<file path="src/rtl/exp_pkg.sv">
// exp_pkg: shared definitions for the log2 -> linear conversion block.
//   Q_L / Q_O / MQ : fractional bits of the input, the output and the mantissa
//   state_t        : controller states IDLE -> MUL -> SCALE
//   exp_coef()     : Q30 constants C[i] = round(2^(2^-(i+1)) * 2^30), i = 0..Q_L-1
package exp_pkg;

  localparam int Q_L = 11;
  localparam int Q_O = 16;
  localparam int MQ  = 30;
  localparam int D_W = 16;
  localparam int K_W = D_W - Q_L;

  localparam logic [31:0] MANT_ONE = 32'h4000_0000;  // 1.0 in Q30
  localparam logic [31:0] SAT_MAX  = 32'h7FFF_FFFF;
  localparam logic [3:0]  CNT_LAST = 4'(Q_L - 1);

  typedef enum logic [1:0] {
    IDLE  = 2'd0,
    MUL   = 2'd1,
    SCALE = 2'd2
  } state_t;

  // 2^(1/2), 2^(1/4), ... 2^(1/2048) in Q30, one per fractional input bit,
  // most significant fraction bit first.
  function automatic logic [31:0] exp_coef(input logic [3:0] idx);
    logic [31:0] c;
    case (idx)
      4'd0:    c = 32'h5A82_799A;
      4'd1:    c = 32'h4C1B_F829;
      4'd2:    c = 32'h45CA_E0F2;
      4'd3:    c = 32'h42D5_61B4;
      4'd4:    c = 32'h4166_C34C;
      4'd5:    c = 32'h40B2_68FA;
      4'd6:    c = 32'h4058_F6A8;
      4'd7:    c = 32'h402C_6BE9;
      4'd8:    c = 32'h4016_321B;
      4'd9:    c = 32'h400B_1818;
      4'd10:   c = 32'h4005_8BCE;
      default: c = MANT_ONE;
    endcase
    return c;
  endfunction

endpackage

</file>
<file path="src/rtl/exp_module.sv">
// exp_module: converts a signed Q11 log2 value to a linear Q16 value, y = 2^x.
//   The fraction f is resolved by Q_L sequential constant multiplies on a Q30
//   mantissa (one shared 32x32 multiplier), then the integer part k scales the
//   mantissa by a barrel shift of s = MQ - Q_O - k with saturation.
// Ports:
//   clk         in   system clock, rising edge
//   rst         in   synchronous active-high reset
//   data_in     in   [15:0] signed log2 value, Q11
//   data_valid  in   input qualifier
//   in_ready    out  high in IDLE
//   exp_out     out  [31:0] linear result, Q16, held until the next result
//   exp_valid   out  one-cycle pulse with exp_out
//   o_dbg_state out  [1:0] current controller state (state_t encoding)
// Build option: define EXP_ROUND_EN for round-half-up on every multiply and
//   on the final right shift; otherwise both truncate. Latency is identical.
module exp_module
  import exp_pkg::*;
(
  input  logic        clk,
  input  logic        rst,
  input  logic [15:0] data_in,
  input  logic        data_valid,
  output logic        in_ready,
  output logic [31:0] exp_out,
  output logic        exp_valid,
  output logic [1:0]  o_dbg_state
);

  // Handshake: a sample is taken on a rising edge where data_valid and
  // in_ready are both high. in_ready is high only in IDLE; data_valid at any
  // other time is ignored, nothing is queued. exp_valid is a single-cycle
  // pulse with no back-pressure, exp_out stays stable afterwards.

`ifdef EXP_ROUND_EN
  localparam logic [63:0] MUL_RND = 64'd1 << (MQ - 1);
`else
  localparam logic [63:0] MUL_RND = 64'd0;
`endif

  state_t           r_state;
  state_t           w_state_nxt;
  logic [K_W-1:0]   r_k;
  logic [Q_L-1:0]   r_f;
  logic [31:0]      r_mant;
  logic [3:0]       r_cnt;
  logic [31:0]      r_exp_out;
  logic             r_exp_valid;

  logic             w_accept;
  logic [31:0]      w_coef;
  logic [31:0]      w_mant_mul;
  logic [7:0]       w_s;
  logic [7:0]       w_s_neg;
  logic [63:0]      w_wide;
  logic [31:0]      w_scale_res;

  assign w_accept    = data_valid & in_ready;
  assign exp_out     = r_exp_out;
  assign exp_valid   = r_exp_valid;
  assign o_dbg_state = r_state;

  // Mantissa stays below 2^31, so the Q60 product fits in 62 bits and the
  // Q30 result fits back into 32 bits.
  assign w_coef     = exp_coef(r_cnt);
  assign w_mant_mul = 32'((({32'd0, r_mant} * {32'd0, w_coef}) + MUL_RND) >> MQ);

  // Scale by 2^k: s = MQ - Q_O - k, negative s means a left shift.
  always_comb begin
    w_s         = 8'(MQ - Q_O) - {{(8 - K_W){r_k[K_W-1]}}, r_k};
    w_s_neg     = 8'd0 - w_s;
    w_wide      = '0;
    w_scale_res = '0;
    if (w_s[7]) begin
      w_wide = {32'd0, r_mant} << w_s_neg;
      if ((w_s_neg > 8'd32 && r_mant != '0) || w_wide > 64'h0000_0000_7FFF_FFFF)
        w_scale_res = SAT_MAX;
      else
        w_scale_res = w_wide[31:0];
    end else if (w_s >= 8'd32) begin
      w_scale_res = '0;
    end else begin
`ifdef EXP_ROUND_EN
      if (w_s != 8'd0)
        w_wide = ({32'd0, r_mant} + (64'd1 << (w_s - 8'd1))) >> w_s;
      else
        w_wide = {32'd0, r_mant};
`else
      w_wide = {32'd0, r_mant} >> w_s;
`endif
      if (w_wide > 64'h0000_0000_7FFF_FFFF)
        w_scale_res = SAT_MAX;
      else
        w_scale_res = w_wide[31:0];
    end
  end

  always_ff @(posedge clk) begin
    if (rst) r_state <= IDLE;
    else     r_state <= w_state_nxt;
  end

  always_comb begin
    w_state_nxt = r_state;
    in_ready    = 1'b0;
    case (r_state)
      IDLE: begin
        in_ready = 1'b1;
        if (data_valid) w_state_nxt = MUL;
      end
      MUL: begin
        if (r_cnt == CNT_LAST) w_state_nxt = SCALE;
      end
      SCALE: begin
        w_state_nxt = IDLE;
      end
      default: w_state_nxt = IDLE;
    endcase
  end

  // f is shifted left each MUL cycle so its MSB always selects C[cnt];
  // the multiply slot is spent every cycle to keep latency independent of f.
  always_ff @(posedge clk) begin
    if (rst) begin
      r_k         <= '0;
      r_f         <= '0;
      r_mant      <= MANT_ONE;
      r_cnt       <= '0;
      r_exp_out   <= '0;
      r_exp_valid <= 1'b0;
    end else begin
      r_exp_valid <= 1'b0;
      case (r_state)
        IDLE: begin
          if (w_accept) begin
            r_k    <= data_in[D_W-1:Q_L];
            r_f    <= data_in[Q_L-1:0];
            r_mant <= MANT_ONE;
            r_cnt  <= '0;
          end
        end
        MUL: begin
          if (r_f[Q_L-1]) r_mant <= w_mant_mul;
          r_f   <= {r_f[Q_L-2:0], 1'b0};
          r_cnt <= r_cnt + 4'd1;
        end
        SCALE: begin
          r_exp_out   <= w_scale_res;
          r_exp_valid <= 1'b1;
        end
        default: ;
      endcase
    end
  end

endmodule

</file>
<file path="config.mk">
export PLATFORM = sky130hd
export DESIGN_NAME = exp_module
export DESIGN_NICKNAME = d
export VERILOG_FILES = /design/src/rtl/exp_pkg.sv /design/src/rtl/exp_module.sv
export SDC_FILE = /design/constraint.sdc
export NUM_CORES = 2
export LEC_CHECK = 0
export ABC_AREA = 1
export CAP_MARGIN = 20
export CORE_MARGIN = 2
export CORE_UTILIZATION = 50
export DETAILED_ROUTE_END_ITERATION = 8
export GPL_TIMING_DRIVEN = 0
export PLACE_DENSITY_LB_ADDON = 0.12
export SYNTH_ARGS = -nofsm -noshare
export SYNTH_HDL_FRONTEND = slang
export SYNTH_SLANG_ARGS = --single-unit
</file>
<file path="constraint.sdc">
create_clock -name clk -period 14.64 [get_ports clk]
set_input_delay 2.196 -clock clk [delete_from_list [all_inputs] [get_ports clk]]
set_output_delay 2.196 -clock clk [all_outputs]
set_load 0.02 [all_outputs]
</file>
# ---- Word-level counts from Yosys, hierarchy flattened
# Memory sizes are Yosys's and may differ from the RTL's. A register that Yosys moved wholly into a read port is not among the register bits.
# Cells that the tools add are included.
dict set report totals {
  reg_bits 87
  mem_bits_ro 464
  input_bits 19
  out_inout_bits 36
  word_cells 53
  memories 1
}
# memory depth word_bits read_ports rd_ports_with_merged_regs wr line
set mem_list {}
lappend mem_list {{(name not given)} 16 29 1 1 0 exp_pkg.sv:27} ;# case (idx)
dict set report classes {
  addsub 3
  mul 1
  order_cmp 4
  n_eq_ne 7
  shifts 2
  n_mux 18
  bitwise_logic 1
  n_reduce_logical 9
}
# cell count
set op_table {}
lappend op_table {{32-bit two-way mux} 6}
lappend op_table {{64-bit by 31-bit > comparator with 1-bit output, second input constant} 2}
lappend op_table {{32-bit one-hot mux with 2 select lines} 1}
lappend op_table {{32-bit by 8-bit left shift with 64-bit output} 1}
lappend op_table {{32-bit by 8-bit >> shifter with 64-bit output} 1}
lappend op_table {{32-bit by 32-bit multiplier with 62-bit output} 1}
lappend op_table {{32-bit nonzero test} 1}
lappend op_table {{11-bit one-hot mux with 2 select lines} 1}
lappend op_table {{4-bit two-way mux} 3}
lappend op_table {{11-bit two-way mux} 1}
lappend op_table {{8-bit by 6-bit greater-or-equal comparator with 1-bit output, second input constant} 1}
lappend op_table {{8-bit by 6-bit > comparator with 1-bit output, second input constant} 1}
lappend op_table {{2-bit != test, second input constant} 4}
lappend op_table {{4-bit one-hot mux with 2 select lines} 1}
lappend op_table {{1-bit by 6-bit subtractor with 7-bit output, first input constant} 1}
lappend op_table {{2-bit AND reduction} 3}
lappend op_table {{5-bit by 5-bit subtractor with 6-bit output, first input constant} 1}
lappend op_table {{4-bit by 1-bit adder with 4-bit output, second input constant} 1}
lappend op_table {{4-bit == test, second input constant} 1}
lappend op_table {{2-bit two-way mux} 2}
lappend op_table {{2-bit one-hot mux with 2 select lines} 1}
lappend op_table {{3-bit AND reduction} 1}
lappend op_table {{2-bit by 1-bit == test with 1-bit output, second input constant} 1}
lappend op_table {{2-bit == test, second input constant} 1}
lappend op_table {{6 further kinds} 7}

# ---- Logic depth before layout (Yosys ltp)
dict set report depth {
  ltp_word 7
  mapped_depth 38
  ltp_nobuf 36
}

# ---- Worst setup path after synthesis
# No wires, ideal clock.
dict set report synth_timing {
  path_kind {register -> register}
  startpoint {register r_mant[17]}
  endpoint {register r_mant[14]}
  setup_time_ps 132
  arrival_ps 6837
  required_time_ps 14508
  path_slack_ps 7670
  stages_incl_launch_ff 32
  n_path_buf 2
  synth_period_minus_slack_ps 6970
  cell_sequence {dfxtp_1 > clkbuf_1 > clkbuf_1 > nand2_1 > inv_1 > fa_1 > fa_1 > fa_1 > inv_1 > fa_1 > inv_1 > fa_1 > fa_1 > fa_1 > inv_1 > fa_1 > inv_1 > ha_1 > nand2_1 > nor2_1 > inv_1 > nor3_1 > nand3_1 > o211ai_1 > nand2_1 > nand2_1 > nand2_1 > nand2_1 > a21oi_1 > or2_2 > nand3_1 > a21oi_1}
}
dict set report synth_between {
  elab_chain_len 3
}
# element line
set synth_lines {}
lappend synth_lines {{from (decl)} exp_module.sv:44} ;# logic [31:0] r_mant;
lappend synth_lines {{from (signal assigned)} exp_module.sv:142} ;# if (r_f[Q_L-1]) r_mant <= w_mant_mul;
lappend synth_lines {{32-bit by 32-bit multiplier with 62-bit output} exp_module.sv:65} ;# assign w_mant_mul = 32'((({32'd0, r_mant} * {32'd0, w_coef}) + MUL_RND) >> MQ);
lappend synth_lines {{32-bit two-way mux} exp_module.sv:142}
lappend synth_lines {{32-bit one-hot mux with 2 select lines} exp_module.sv:132} ;# case (r_state)
# No other way between the ends. The select of a mux whose other input is x is not followed.
# A chain may end at the register's enable or synchronous reset.

# ---- Final worst setup path
dict set report layout_timing {
  startpoint {register r_mant[0]}
  endpoint {register r_mant[12]}
}
# The elaborated chain is that of the path after synthesis.

==> run metrics <==
endpoints failing setup 0; initial antenna violation count 3; via/cell ratio 5.49; critical path endpoint r_mant[12]; HP Start exp_out[31]; GP Congestion 1.02; Final Power 0.00266 W; Crit Path Class flip-flop to flip-flop; crit-path max FO 10; die area 85,100 sq um; Die H 292 microns; Fmax achieved 99.4 MHz; Ys Warns 0; Post-synth EDFFs 0; half-perimeter wire length after detailed placement 137,000 microns; worst relative slew slack 0.169; reg2reg path depth 31; clk_skew 19.6 ps; Core Rows 105; H-tree Lvls 4; CP Launch Type flip-flop; clock tree root driver cell clkbuf_16; Synth Net Count 6,856; initial core utilization 0.505; max-slew violation count 0; Mapped Cells 5,720; core area 82,000 sq um; DRC Markers 0; top_reg_cell synth dfxtp_1; Static Leakage 25.5 nW; mapped cell area 41,400 sq um; Seq/Total Area, Yosys 0.0561; fin cells 6,881; Final Cycle Share 0.687; mean post-synth cell area 7.24 sq um; R2R Path End r_mant[12]; Hold Vio Cnt, Final 0; overall routing resource usage 0.386; CTS clk-pin slew, worst paths 70 ps; Max-Cap Viols 0; ys async rst share 0; unique cell type count in the Yosys netlist 58; Yosys reg bits 116; post-CTS setup buffer count 0; CP max-delay cell clkbuf_1; Clk Latency, worst-skew pair 450 ps; Arrival @ worst endpoint 10,330 ps; # port buffers 54; clk buf depth 2; min cycle time layout 10,060 ps; WL final 160,000 microns; Max IR drop VDD 0.0768 mV; reg-to-reg setup timing slack 4580 ps; RR Startpoint r_mant[0]; CP required 14,910 ps; worst setup margin 4580 ps; drt wl/cell 23.3 microns; share of layout cells above drive strength 1 0.0222; first-pass GRT wire length 242,000 microns; PD cells 60.4 nW/um^2; drt first-iter violations 4,282; CTS Sinks 116; vias in the first global route 38,000; CTS tree yes; Syn-to-layout area delta 6.17%; setup TNS 0 ps; crit end category flip-flop; drt pass-1 iters 6; commonest non-fill, non-tap cell in the layout inv_1; Inst Count DP 6,847; dpl ws 4900 ps; GR Overflow Total 0; hold crit path type flip-flop to flip-flop; die width 292 microns; ANT nets after route 0; CTS Hold Buffers Added 0; status completed; CP startpoint r_mant[0]; diode count 0; CTS buffer count 17; # resized after CTS 0; slowest stage delay, CP 910 ps; Slew @ Worst Pin 1250 ps; largest net degree at the start of global routing 17; num ports 55; unrepaired setup endpoints after global routing no; DR vias 37,800; commonest cells after routing, fill and taps aside inv_1 (1,604), nand2_1 (1,372), fa_1 (834); Final nets 6,934
[cell usage after synthesis (all sizes together) (3+ instances only)]
cell	instances	area, sq um
a211oi	13	97.6
nand3	352	1870
clkbuf	245	920
a31oi	38	238
nor2	189	729
a21o	5	37.5
o221ai	15	131
nor3	13	65.1
xor2	3	33.8
o21a	11	82.6
nand4	52	325
ha	283	3540
a21oi	214	1070
o31ai	5	37.5
dfxtp	116	2320
buf	83	464
nor4	5	31.3
a2111oi	4	35.0
xnor2	4	35.0
o211ai	13	97.6
o21ai	192	965
nand2	1380	5210
a21boi	3	22.5
fa	834	16700
or2	7	43.8
o22ai	11	68.8
inv	1609	6040
[sequential cells by signal, indices dropped and copies added (netlist names)]
name and flops:
r_mant 32, exp_valid 1, exp_out 32, r_cnt 4, w_coef 29, o_dbg_state 2, r_f 11, r_k 5
[power by group]
part / switching (W) / internal [W] / total [W]
clock network: 0.000191 / 0.000262 / 0.000453
registers: 0.0000312 / 0.000330 / 0.000361
logic: 0.00125 / 0.000589 / 0.00184
total: 0.00148 / 0.00118 / 0.00266
[routing by layer]
metal	GRT usage	vias to the layer above	share of wire
met1	0.535	18600	0.41
met4	0.153	4	0.048
met3	0.109	328	0.12
met2	0.571	2007	0.42
li1	-	16900	-
met5	0	-	0.00017
[how the worst min path moves through the flow]
| stage | end | slack (ps) | cells past startpoint |
|---|---|---|---|
| 2_1_floorplan | r_f[1] | 430 | 2 |
| 3_3_place_gp | exp_out[31] | 430 | 2 |
| 3_5_place_dp | exp_out[31] | 440 | 2 |
| 4_1_cts | exp_out[31] | 440 | 2 |
| 5_1_grt | exp_out[31] | 460 | 2 |
| 6_report | exp_out[31] | 440 | 2 |
[area by class of cell]
class,instances,area (sq um)
Fill cell,8397,38000
Multi-Input combinational cell,3666,31600
Inverter,1610,6050
Sequential cell,116,2320
Buffer,328,1380
Tap cell,1070,1340
Timing Repair Buffer,59,616
Clock buffer,19,453
Clock inverter,13,148
[cell families (layout without fill, tap and decap cells)]
kind of cell             after synthesis  count (layout)  synth area share
adder cells (fa/ha/maj)             1117            1117             0.489
XOR/XNOR                               7               7           0.00166
AND/OR/NAND/NOR                     2006            2006             0.201
multiplexers                           2               2          0.000484
flip-flops                           116             116            0.0561
buffers and inverters               1938            2029             0.180
AO/OA/AOI/OAI                        534             534            0.0718
[critical path, delay by kind of cell (launching register included)]
family | cells | cell delay [ps]
compound gates | 6 | 1720
fa+ha+maj | 9 | 4360
simple gates | 8 | 820
buf+inv | 8 | 2120
flops | 1 | 840
[through the flow]
step	utilization	instance area, sq um	hold WS (ps)
final	0.536	43900	439
after detailed placement	0.528	43300	435
after global routing	0.536	43900	461
after global placement	0.528	43300	431
after floorplan	-	41400	425
after CTS	0.536	43900	444
Note: power is estimated with default switching activity, not from simulation.
